--- src/rtl/mem_port_arbiter_pkg.sv ---
// Shared types for the FU/MAU memory port arbiter.
// State codes, owner codes, access lengths and the muxed command bundle.
package mem_port_arbiter_pkg;

   localparam int XLEN = 32;

   typedef enum logic [1:0] {
      ARB_IDLE = 2'd0,
      ARB_HOLD = 2'd1,
      ARB_WAIT = 2'd2
   } arb_state_e;

   typedef enum logic {
      OWN_FU  = 1'b0,
      OWN_MAU = 1'b1
   } owner_e;

   localparam logic [1:0] MEM_LEN_B = 2'd0;
   localparam logic [1:0] MEM_LEN_H = 2'd1;
   localparam logic [1:0] MEM_LEN_W = 2'd2;

   typedef struct packed {
      logic            we;
      logic [XLEN-1:0] addr;
      logic [XLEN-1:0] wdata;
      logic [1:0]      len;
   } mem_cmd_t;

endpackage

--- src/rtl/mem_port_arbiter.sv ---
// Shares one single-ported memory between Fetch Unit and Memory Access Unit.
// Ports: clk/rstn; i_fu_* / o_fu_* fetch side; i_mau_* / o_mau_* load-store side;
//        o_mem_* / i_mem_* memory wrapper side. One transaction outstanding.
module mem_port_arbiter
   import mem_port_arbiter_pkg::*;
#(
   parameter int IF_MAX_WAIT = 4
) (
   input  logic            clk,
   input  logic            rstn,
   input  logic            i_fu_req,
   input  logic [XLEN-1:0] i_fu_addr,
   input  logic            i_fu_flush,
   output logic            o_fu_gnt,
   output logic            o_fu_rvalid,
   output logic [XLEN-1:0] o_fu_rdata,
   input  logic            i_mau_req,
   input  logic            i_mau_we,
   input  logic [XLEN-1:0] i_mau_addr,
   input  logic [XLEN-1:0] i_mau_wdata,
   input  logic [1:0]      i_mau_len,
   output logic            o_mau_gnt,
   output logic            o_mau_rvalid,
   output logic [XLEN-1:0] o_mau_rdata,
   output logic            o_mem_req,
   output logic            o_mem_we,
   output logic [XLEN-1:0] o_mem_addr,
   output logic [XLEN-1:0] o_mem_wdata,
   output logic [1:0]      o_mem_len,
   input  logic            i_mem_gnt,
   input  logic            i_mem_rvalid,
   input  logic [XLEN-1:0] i_mem_rdata
);

   localparam int CW = $clog2(IF_MAX_WAIT + 1);
   localparam logic [CW-1:0] STARVE_MAX = CW'(IF_MAX_WAIT);

   arb_state_e    state_q, state_d;
   owner_e        owner_q, owner_d;
   logic [CW-1:0] starve_q, starve_d;
   logic          drop_q, drop_d;

   owner_e   sel_own;
   logic     req;
   logic     fu_elig;
   logic     fu_gnt, mau_gnt;
   logic     fu_rv, mau_rv;
   mem_cmd_t fu_cmd, mau_cmd, cmd;

   assign fu_cmd  = '{we: 1'b0, addr: i_fu_addr,
                      wdata: '0, len: MEM_LEN_W};
   assign mau_cmd = '{we: i_mau_we, addr: i_mau_addr,
                      wdata: i_mau_wdata, len: i_mau_len};

   always_comb begin
      state_d = state_q;
      owner_d = owner_q;
      drop_d  = drop_q;
      sel_own = owner_q;
      req     = 1'b0;
      fu_rv   = 1'b0;
      mau_rv  = 1'b0;
      fu_elig = i_fu_req & ~i_fu_flush;
      unique case (state_q)
         ARB_IDLE: begin
            if (starve_q == STARVE_MAX && fu_elig) begin
               req     = 1'b1;
               sel_own = OWN_FU;
            end else if (i_mau_req) begin
               req     = 1'b1;
               sel_own = OWN_MAU;
            end else if (fu_elig) begin
               req     = 1'b1;
               sel_own = OWN_FU;
            end
            if (req) begin
               owner_d = sel_own;
               state_d = i_mem_gnt ? ARB_WAIT : ARB_HOLD;
            end
         end
         ARB_HOLD: begin
            // Request stays up even across a flush; only the response is dropped.
            req = 1'b1;
            if (owner_q == OWN_FU && i_fu_flush) drop_d = 1'b1;
            if (i_mem_gnt) state_d = ARB_WAIT;
         end
         ARB_WAIT: begin
            if (owner_q == OWN_FU && i_fu_flush) drop_d = 1'b1;
            if (i_mem_rvalid) begin
               state_d = ARB_IDLE;
               drop_d  = 1'b0;
               fu_rv   = (owner_q == OWN_FU) & ~drop_q & ~i_fu_flush;
               mau_rv  = (owner_q == OWN_MAU);
            end
         end
         default: state_d = ARB_IDLE;
      endcase
   end

   assign cmd     = (sel_own == OWN_FU) ? fu_cmd : mau_cmd;
   assign fu_gnt  = req & i_mem_gnt & (sel_own == OWN_FU);
   assign mau_gnt = req & i_mem_gnt & (sel_own == OWN_MAU);

   // Counts MAU wins while FU waits; any idle-FU cycle clears it.
   always_comb begin
      starve_d = starve_q;
      if (!i_fu_req) begin
         starve_d = '0;
      end else if (fu_gnt) begin
         starve_d = '0;
      end else if (mau_gnt && starve_q != STARVE_MAX) begin
         starve_d = starve_q + CW'(1);
      end
   end

   always_ff @(posedge clk or negedge rstn) begin
      if (!rstn) begin
         state_q  <= ARB_IDLE;
         owner_q  <= OWN_FU;
         starve_q <= '0;
         drop_q   <= 1'b0;
      end else begin
         state_q  <= state_d;
         owner_q  <= owner_d;
         starve_q <= starve_d;
         drop_q   <= drop_d;
      end
   end

   // Outputs are forced quiet while reset is held, even though IDLE
   // selection is combinational on the request inputs.
   assign o_mem_req    = rstn & req;
   assign o_mem_we     = rstn & req & cmd.we;
   assign o_mem_addr   = (rstn && req) ? cmd.addr  : '0;
   assign o_mem_wdata  = (rstn && req) ? cmd.wdata : '0;
   assign o_mem_len    = (rstn && req) ? cmd.len   : '0;
   assign o_fu_gnt     = rstn & fu_gnt;
   assign o_mau_gnt    = rstn & mau_gnt;
   assign o_fu_rvalid  = rstn & fu_rv;
   assign o_mau_rvalid = rstn & mau_rv;
   assign o_fu_rdata   = (rstn && fu_rv)  ? i_mem_rdata : '0;
   assign o_mau_rdata  = (rstn && mau_rv) ? i_mem_rdata : '0;

endmodule

--- config.mk ---
export PLATFORM = sky130hd
export DESIGN_NAME = mem_port_arbiter
export DESIGN_NICKNAME = d
export VERILOG_FILES = /design/src/rtl/mem_port_arbiter_pkg.sv /design/src/rtl/mem_port_arbiter.sv
export SDC_FILE = /design/constraint.sdc
export NUM_CORES = 1
export LEC_CHECK = 0
export ABC_AREA = 1
export ABC_CLOCK_PERIOD_IN_PS = 1650
export CORE_AREA = 2 2 108 110
export DETAILED_ROUTE_END_ITERATION = 10
export DIE_AREA = 0 0 110 112
export DONT_BUFFER_PORTS = 1
export PLACE_DENSITY = 0.38
export SLEW_MARGIN = 20
export SYNTH_ARGS = -nofsm -noshare
export SYNTH_HDL_FRONTEND = slang
export SYNTH_SLANG_ARGS = --single-unit
--- constraint.sdc ---
create_clock -name clk -period 1.65 [get_ports clk]
set_input_delay 0.2475 -clock clk [delete_from_list [all_inputs] [get_ports clk]]
set_output_delay 0.2475 -clock clk [all_outputs]
set_load 0.02 [all_outputs]
==> results <==
worst paths after layout:
check	start	endpoint	slack [ns]	cells after the start
worst min register to register	drop_q$_DFFE_PN0P_	drop_q$_DFFE_PN0P_	0.52	2
worst min-delay path	i_mem_rvalid	drop_q$_DFFE_PN0P_	0.14	1
worst max-delay path	state_q[1]$_DFFE_PN0P_	o_mem_wdata[21]	-0.38	9
min in group asynchronous	rstn	starve_q[1]$_DFFE_PN0P_	0.38	1
max in group asynchronous	rstn	drop_q$_DFFE_PN0P_	0.98	1
worst max register to register	state_q[1]$_DFFE_PN0P_	starve_q[1]$_DFFE_PN0P_	0.01	10
power by group through the flow:
stage	Sequential, mW	Combinational (mW)	Clock [mW]
3_3_place_gp	0.265	3.43	0
5_1_grt	0.277	5.42	0.432
2_1_floorplan	0.264	2.57	0
6_report	0.270	5.07	0.415
3_5_place_dp	0.268	3.45	0
4_1_cts	0.266	4.25	0.427
per-stage QoR:
step           setup WS [ns]  area [um^2]  hold slack, ns
6_report              -0.380         4220           0.137
5_1_grt               -0.448         4220           0.141
4_1_cts               -0.348         3750           0.133
3_5_place_dp          -0.116         3170         -0.0476
3_3_place_gp          -0.108         3170         -0.0476
2_1_floorplan        -0.0312         2610         -0.0481
sequential cells by signal (all words and copies together) (netlist names):
| signal | cells |
|---|---|
| owner_q | 1 |
| starve_q | 3 |
| state_q | 2 |
| drop_q | 1 |
area by class of cell:
type / count / share of cell area, %
Multi-Input combinational cell: 251 / 54.9
Timing Repair Buffer: 88 / 27.2
Inverter: 84 / 7.71
Tap cell: 143 / 4.24
Sequential cell: 7 / 4.15
Clock buffer: 4 / 1.87
cell usage after synthesis, drive strengths merged:
master / instances
clkbuf: 8
ha: 5
nand3: 8
a21boi: 1
dfrtp: 7
o22ai: 2
buf: 10
o21ai: 35
and2: 1
inv: 84
nor2: 172
a32oi: 1
a21oi: 3
nand2: 23
critical path: cells and delay by family (launching register included):
family	cells	cell delay (ns)
AOI/OAI and AO/OA	1	0.22
and+or+nand+nor	3	0.22
DFF	1	0.38
adders and majority gates	1	0.18
buffers and inverters	4	0.56
kinds of logic after synthesis:
family / count (synthesis)
and+or+nand+nor: 204
adders and majority gates: 5
AOI/OAI and AO/OA: 42
buffers and inverters: 102
DFF: 7
timing repair:
action,in CTS,in global routing
hold buffers,1,0
pin swaps,32,30
endpoints found under the hold margin,7,0
setup endpoints to repair,134,139
gates cloned,6,3
gates resized for setup,61,99
setup buffers,14,9
metal layers:
layer / routed length, um / vias up / GRT usage, %
li1: - / 1199 / -
met2: 4290 / 163 / 20.9
met4: 25 / 0 / 1.43
met5: 0 / - / 0
met3: 714 / 4 / 2.40
met1: 2610 / 1140 / 11.1
==> flow_metrics.py <==
metrics = {
    "cells_and_area": {
        "antenna_cells": 0,
        "utilization_pct": 37.7,
        "multi_input_area_um2": 2310,
        "nets": 578,
        "register_area_um2": 175,
        "drive_gt1_share_pct": 65.0,
        "syn_to_final_growth_pct": 149,
        "final_common_cell": "nor2_4",
        "final_cells": 577,
        "fillers": 1117,
        "layout_common_cells": "108 x nor2_4, 75 x inv_1, 36 x nor2_1",
    },
    "setup_path": {
        "end_kind": "output port",
        "critPathKind": "flop to output port",
        "crit_path_start_kind": "flop",
        "critPathMaxStageDelay_ns": 0.38,
        "worstPathArrival_ns": 1.78,
        "crit_chain": "inv_2 -> ha_4 -> nand2_4 -> a21oi_4 -> buf_12 -> nand2_8 -> clkbuf_16 -> nor2_4 -> buf_6",
        "worstPathRequired_ns": 1.40,
        "crit_slowest_cell": "dfrtp_1",
        "timing.critical_path.fanout_max": 8,
    },
    "pwr": {
        "p_seq_share_pct": 4.7,
        "clockPowerShare_pct": 7.2,
        "max-vdd-ir-drop_mv": 0.734,
        "p_comb_share_pct": 88.1,
        "switching_share_pct": 52.5,
        "power_density_nw_per_um2": 1360,
        "switchingPower_mw": 3.02,
        "total_power_mw": 5.76,
        "power_leakage_nw": 1.76,
        "intPower_mw": 2.74,
    },
    "global_routing": {
        "grt.total_usage_pct": 10.5,
        "grt_overflow_total": 0,
        "grt_first_pass_wirelength_um": 10600,
        "antenna_found_initial": 0,
        "grt_pass1_vias": 2277,
        "grt_max_degree": 21,
    },
    "die": {
        "num_io_pins": 274,
        "die_w_um": 110,
        "die_h_um": 112,
        "die_area_um2": 12300,
        "core_um2": 11200,
        "rows": 39,
        "start_util_pct": 15.2,
    },
    "logic_synthesis": {
        "syn_inst": 360,
        "synth_simple_gate_area_share_pct": 47.1,
        "synthesis.area_um2": 1690,
        "synthMuxAreaShare_pct": 0,
        "synth_compound_area_share_pct": 13.8,
        "synth_top_area_share_pct": 38.1,
        "syn_area_per_cell_um2": 4.71,
        "synth_area_leaders": "nor2_1 38%, inv_1 18%, dfrtp_1 10%",
        "syn-num-nets": 503,
        "synth_top_area_cell": "nor2_1",
        "ys_seq_elements": 7,
        "yosys.area_share.adder_pct": 3.69,
        "synth.yosys.seq_area_share_pct": 10.3,
        "synthXorXnorAreaFrac_pct": 0,
        "ys_types": 23,
        "ys.warnings.count": 0,
        "synth_top_family_by_area": "simple AND/OR/NAND/NOR gates",
    },
    "sta": {
        "skew_ns": 0.00229,
        "tns_ns": -35.76,
        "timing.final.hold_violations": 0,
        "rsz0062_at_grt": "yes",
        "relSlewSlack_pct": 73.1,
        "tightest_slew_ns": 0.402,
        "setup_viol": 134,
        "max_freq_mhz": 493,
        "setup_ws_ns": -0.380,
        "min_period_over_period_pct": 123,
        "slew_violations": 0,
        "fin_crit_ns": 2.03,
    },
    "cts": {
        "tritoncts": "done",
        "cts-htree-levels": 1,
        "clkLatencyLatePin_ns": 0.23,
        "clk_pin_slew_ns": 0.04,
        "clk_path_buf_depth": 2,
        "cts_sinks": 7,
        "cts_root_buffer": "clkbuf_16",
        "numCtsBuffers": 3,
    },
    "route": {
        "dr.pass1.iters": 4,
        "ant_nets": 0,
        "drtIter0Drc": 50,
        "drt_wl_total_um": 7640,
        "num_vias": 2506,
        "vias_per_cell": 4.34,
        "wl_per_cell_um": 13.2,
        "drc_errors": 0,
    },
    "hold_path": {
        "hold_class": "input pin to flop",
    },
    "placement": {
        "hpwl_um": 5760,
        "dp_cells": 548,
        "port_buffers": 0,
        "place.gp.congestion": 0.735,
    },
    "outcome": {
        "violations": "setup timing",
        "status": "complete, but fails checks",
    },
    "job": {
        "maxCapViolations": 0,
    },
}
No activity file was read; power rests on OpenSTA's default activity.
